==> src/rtl/tc_pkg.sv <==
// Shared definitions for the serial two's-complement deserializer: FSM states,
// default word width and the bit-count width helper.
package tc_pkg;

    typedef enum logic {
        IDLE  = 1'b0,
        SHIFT = 1'b1
    } deser_state_t;

    localparam int DEFAULT_WIDTH = 8;

    // Counter must hold values 0..width inclusive.
    function automatic int cnt_w(input int width);
        return $clog2(width + 1);
    endfunction

endpackage

==> src/rtl/deser_out_reg.sv <==
// Single-entry valid/ready holding register for completed words; a word that
// arrives while the entry is full and not draining is dropped and flagged.
module deser_out_reg
    import tc_pkg::*;
#(
    parameter int WIDTH = DEFAULT_WIDTH
) (
    input  logic             clk,
    input  logic             r_n,
    input  logic             load,
    input  logic [WIDTH-1:0] load_data,
    input  logic             p_ready,
    output logic [WIDTH-1:0] p_data,
    output logic             p_valid,
    output logic             ovf
);

    always_ff @(posedge clk or negedge r_n) begin
        if (!r_n) begin
            p_data  <= '0;
            p_valid <= 1'b0;
            ovf     <= 1'b0;
        end else if (load) begin
            // A same-edge drain frees the entry, so the new word replaces the old one.
            if (!p_valid || p_ready) begin
                p_data  <= load_data;
                p_valid <= 1'b1;
            end else begin
                ovf <= 1'b1;
            end
        end else if (p_valid && p_ready) begin
            p_valid <= 1'b0;
        end
    end

endmodule

==> src/rtl/twos_comp_deser.sv <==
// Frames the complementer's LSB-first bit stream into WIDTH-bit words using a
// start marker and hands each word to a single-entry output register.
module twos_comp_deser
    import tc_pkg::*;
#(
    parameter int WIDTH = DEFAULT_WIDTH
) (
    input  logic             clk,
    input  logic             r_n,
    input  logic             s_valid,
    input  logic             s_start,
    input  logic             s_bit,
    output logic [WIDTH-1:0] p_data,
    output logic             p_valid,
    input  logic             p_ready,
    output logic             busy,
    output logic             ovf,
    output logic             ferr
);

    localparam int CNT_W = cnt_w(WIDTH);

    deser_state_t     state, state_nxt;
    logic [WIDTH-1:0] sr, sr_nxt, shifted;
    logic [CNT_W-1:0] cnt, cnt_nxt;
    logic             ferr_nxt;
    logic             done;

    always_ff @(posedge clk or negedge r_n) begin
        if (!r_n) begin
            state <= IDLE;
            sr    <= '0;
            cnt   <= '0;
            ferr  <= 1'b0;
        end else begin
            state <= state_nxt;
            sr    <= sr_nxt;
            cnt   <= cnt_nxt;
            ferr  <= ferr_nxt;
        end
    end

    always_comb begin
        state_nxt = state;
        sr_nxt    = sr;
        cnt_nxt   = cnt;
        ferr_nxt  = 1'b0;
        done      = 1'b0;
        shifted   = {s_bit, sr[WIDTH-1:1]};
        if (s_valid) begin
            case (state)
                IDLE: begin
                    if (s_start) begin
                        sr_nxt    = {s_bit, {(WIDTH-1){1'b0}}};
                        cnt_nxt   = CNT_W'(1);
                        state_nxt = SHIFT;
                    end
                end
                SHIFT: begin
                    // A start marker wins over completion: the partial word is abandoned.
                    if (s_start) begin
                        sr_nxt   = {s_bit, {(WIDTH-1){1'b0}}};
                        cnt_nxt  = CNT_W'(1);
                        ferr_nxt = 1'b1;
                    end else if (cnt == CNT_W'(WIDTH - 1)) begin
                        sr_nxt    = shifted;
                        cnt_nxt   = '0;
                        done      = 1'b1;
                        state_nxt = IDLE;
                    end else begin
                        sr_nxt  = shifted;
                        cnt_nxt = cnt + CNT_W'(1);
                    end
                end
                default: state_nxt = IDLE;
            endcase
        end
    end

    assign busy = (state == SHIFT);

    deser_out_reg #(
        .WIDTH(WIDTH)
    ) u_out_reg (
        .clk      (clk),
        .r_n      (r_n),
        .load     (done),
        .load_data(shifted),
        .p_ready  (p_ready),
        .p_data   (p_data),
        .p_valid  (p_valid),
        .ovf      (ovf)
    );

endmodule

==> config.mk <==
export PLATFORM = sky130hd
export DESIGN_NAME = twos_comp_deser
export DESIGN_NICKNAME = d
export VERILOG_FILES = /design/src/rtl/tc_pkg.sv /design/src/rtl/deser_out_reg.sv /design/src/rtl/twos_comp_deser.sv
export SDC_FILE = /design/constraint.sdc
export NUM_CORES = 1
export LEC_CHECK = 0
export CAP_MARGIN = 15
export CORE_MARGIN = 5
export CORE_UTILIZATION = 30
export DETAILED_ROUTE_END_ITERATION = 8
export GPL_TIMING_DRIVEN = 0
export PLACE_DENSITY_LB_ADDON = 0.05
export SLEW_MARGIN = 40
export SYNTH_ARGS = -nofsm -noshare
export SYNTH_HDL_FRONTEND = slang
export SYNTH_SLANG_ARGS = --single-unit
==> constraint.sdc <==
create_clock -name clk -period 2.2 [get_ports clk]
set_input_delay 0.66 -clock clk [delete_from_list [all_inputs] [get_ports clk]]
set_output_delay 0.66 -clock clk [all_outputs]
set_load 0.01 [all_outputs]
==> results by group <==
Routing
  • Total number of vias: 712
  • Via density: 4.747
  • DR pass1 iterations: 4
  • Antenna-violating nets left: 0
  • DRC: 0
  • 1st-iter DRT viols: 42
  • Routed wire length: 2055 um
  • DR WL/cell: 13.70 um

Logic synthesis
  • Post-Syn Nets: 89
  • Simple-Gate Fraction of Synth Area: 0.1599
  • #FFs+latches synth: 23
  • Synth area leader: dfrtp_1
  • FFs w/ async S/R, synth: 1.000
  • Top-count cell post-synth: dfrtp_1
  • Area contributors post-synth: dfrtp_1 (57%), mux2_2 (10%), o2bb2ai_1 (6.1%)
  • Ys flop type: dfrtp_1
  • Post-synth EDFFs: 0
  • Post-synthesis cell type count: 21
  • Avg Inst Size Synth: 12.31 um2
  • Post-synthesis cell area: 0.001010 mm2
  • Xor and xnor area share after synthesis: 0
  • Main combinational cell family by area after synthesis: simple AND/OR/NAND/NOR gates
  • Mux cell area share after synthesis: 0.1004
  • Warnings from Yosys: 0
  • Compound-Gate Fraction of Synth Area: 0.1425
  • Most frequent cells after synthesis: dfrtp_1 (23), mux2_2 (9), a21oi_1 (8), nor2b_1 (8), o2bb2ai_1 (7)
  • Yosys top cell area share: 0.5700
  • Syn Inst Count: 82
  • Seq/Total Area, Yosys: 0.5700
  • Synth Area in Adders: 0.01239

Global route
  • Antenna violations before repair: 0
  • First-pass GRT wire length: 3684 um
  • GRT Residual Overflow: 0
  • Vias in the first global route: 782
  • Largest net degree at the start of global routing: 24
  • Total GRT Usage: 0.1087

Layout
  • Final #Nets: 112
  • Filler instances: 342
  • Area Overhead vs Synth: 26.77%
  • Antenna Cells: 0
  • Final non-filler cell area: 0.001280 mm2
  • Fin util: 0.3897
  • Proportion of layout cells with a drive suffix above 1: 0.1731

Critical path
  • Setup crit end kind: flip-flop
  • Crit path DAT: 2.31 ns
  • WP data required: 2.41 ns
  • Crit Path Category: in2reg
  • CP Max Fanout: 8
  • CP startpoint kind: primary input

STA
  • Final hold vios: 0
  • Slew Limit Headroom: 0.6537
  • Final setup fails: 0
  • Worst-margin pin slew: 0.5194 ns
  • Pins Over Slew Limit: 0
  • Worst Skew: 0.001687 ns
  • Fin crit period: 2.102 ns
  • Min Hold Slack: 0.2998 ns
  • Unrepaired setup endpoints after global routing: false
  • Max frequency: 475.6 MHz
  • Fin crit share: 0.9556
  • Final setup margin: 0.09760 ns

Clocking
  • CTS Sinks: 23
  • Clock Pin Slew Worst Setup and Hold Paths: 0.13 ns
  • H-tree Lvls: 1
  • CTS tree: done
  • CTS buffer count: 3
  • Clock latency on the worst-skew pair: 0.31 ns
  • Clock Tree Buf Depth: 2
  • Root buf cell: clkbuf_4

Pwr
  • Leakage Power: 0.5394 nW
  • Gate power share: 0.163
  • Power share of the sequential group: 0.594
  • Post-layout total power: 0.8178 mW
  • P_int: 0.5972 mW
  • IR drop worst, VDD: 0.3957 mV
  • Psw: 0.2206 mW
  • Sw Ratio: 0.2698
  • Share of total power in the clock network: 0.243
  • PwrDens: 638.9 mW/mm2

Placed design
  • GP Congestion: 0.8113
  • Post-DP HPWL: 1409 um
  • Port bufs: 17
  • Post-DP Area: 0.001232 mm2
  • Dpl ws: -0.4337 ns

Status
  • Status: finished clean

Floorplan
  • I/O pins: 18
  • Die W: 68.02 um
  • Starting Density: 0.3074
  • Row count: 21
  • Die area: 0.004626 mm2
  • Die Y: 68.02 um
  • Core area: 0.003284 mm2

Hold path
  • HP Class: in2async

Flow run
  • Max cap viols: 0
==> flip-flops by register name, indices dropped and copies added (netlist names) <==
signal / flops
u_out_reg.p_data: 8
sr: 7
u_out_reg.ovf: 1
ferr: 1
u_out_reg.p_valid: 1
cnt: 4
busy: 1
==> area by class of cell <==
class / count / area, um2 / share of cell area
buffer: 3 / 11.26 / 0.008798
clock buffer: 3 / 22.52 / 0.01760
clock inverter: 1 / 5.005 / 0.003910
inverter: 1 / 3.754 / 0.002933
multi-input combinational: 55 / 419.2 / 0.3275
sequential: 23 / 575.6 / 0.4497
tap: 46 / 57.56 / 0.04497
timing repair buffer: 18 / 185.2 / 0.1447
==> worst max-delay path, cell delays in order <==
cell and delay, ns:
clkdlybuf4s50_1 0.62, nand4b_2 0.19, nor4b_4 0.35, buf_12 0.17, mux2_2 0.33
==> timing repair <==
action	in CTS	in global routing
gates resized for setup	0	0
endpoints found under the hold margin	0	0
hold buffers	0	0
buffers inserted	1	0
setup endpoints to repair	8	0
==> worst paths after layout <==
| kind | startpoint | to | slack, ns | cells after the start |
|---|---|---|---|---|
| worst max-delay path | s_valid | u_out_reg.p_data[0] | 0.1 | 5 |
| worst min-delay path | r_n | ferr | 0.30 | 1 |
| worst max register to register | cnt[0] | u_out_reg.p_data[0] | 0.44 | 5 |
| worst min register to register | u_out_reg.ovf | u_out_reg.ovf | 0.48 | 1 |
| max in group asynchronous | r_n | sr[5] | 1.55 | 1 |
| min in group clk | u_out_reg.ovf | u_out_reg.ovf | 0.48 | 1 |
==> stage by stage <==
stage	std cells	setup TNS [ns]
2_1_floorplan	82	0
3_3_place_gp	145	-3.217
3_5_place_dp	145	-3.442
4_1_cts	150	0
5_1_grt	150	0
6_report	150	0
==> power groups by stage <==
stage,clock (mW),combinational (mW),sequential [mW]
after floorplan,0,0.0659,0.494
after global placement,0,0.135,0.493
after detailed placement,0,0.134,0.494
after CTS,0.216,0.136,0.486
after global routing,0.231,0.149,0.493
final,0.199,0.133,0.486
==> routing by layer <==
metal	share of wire	global-route usage
met1	0.51	0.1424
met5	0	0
met2	0.44	0.1637
met3	0.041	0.04105
met4	0.010	0.03722
==> kinds of logic after synthesis <==
group / count (synthesis)
buf+inv: 4
compound gates: 22
fa+ha+maj: 1
mux: 9
simple gates: 23
flops: 23
==> cells in the final DEF (no fill, tap or decap) <==
| cell | netlist | final |
|---|---|---|
| nand4b_2 | 1 | 1 |
| buf_12 | 0 | 1 |
| o2bb2ai_1 | 7 | 7 |
| or2_2 | 1 | 1 |
| dfrtp_1 | 23 | 23 |
| ha_1 | 1 | 1 |
| nand3_1 | 1 | 1 |
| nor3_1 | 2 | 2 |
| clkinv_2 | 0 | 1 |
| nor2b_1 | 8 | 8 |
| clkinv_1 | 1 | 1 |
| clkbuf_1 | 3 | 3 |
| and3_1 | 1 | 1 |
| a21oi_1 | 8 | 8 |
| a32o_1 | 1 | 1 |
| nand2_1 | 4 | 4 |
| and4_1 | 1 | 1 |
| nand3b_1 | 2 | 2 |
| clkbuf_4 | 0 | 3 |
| and2_1 | 1 | 1 |
| clkdlybuf4s50_1 | 0 | 16 |
| nor4b_4 | 1 | 1 |
| mux2_2 | 9 | 9 |
| a21o_1 | 1 | 1 |
| buf_2 | 0 | 1 |
| o21ai_0 | 5 | 5 |
No activity file was read; power rests on OpenSTA's default activity.
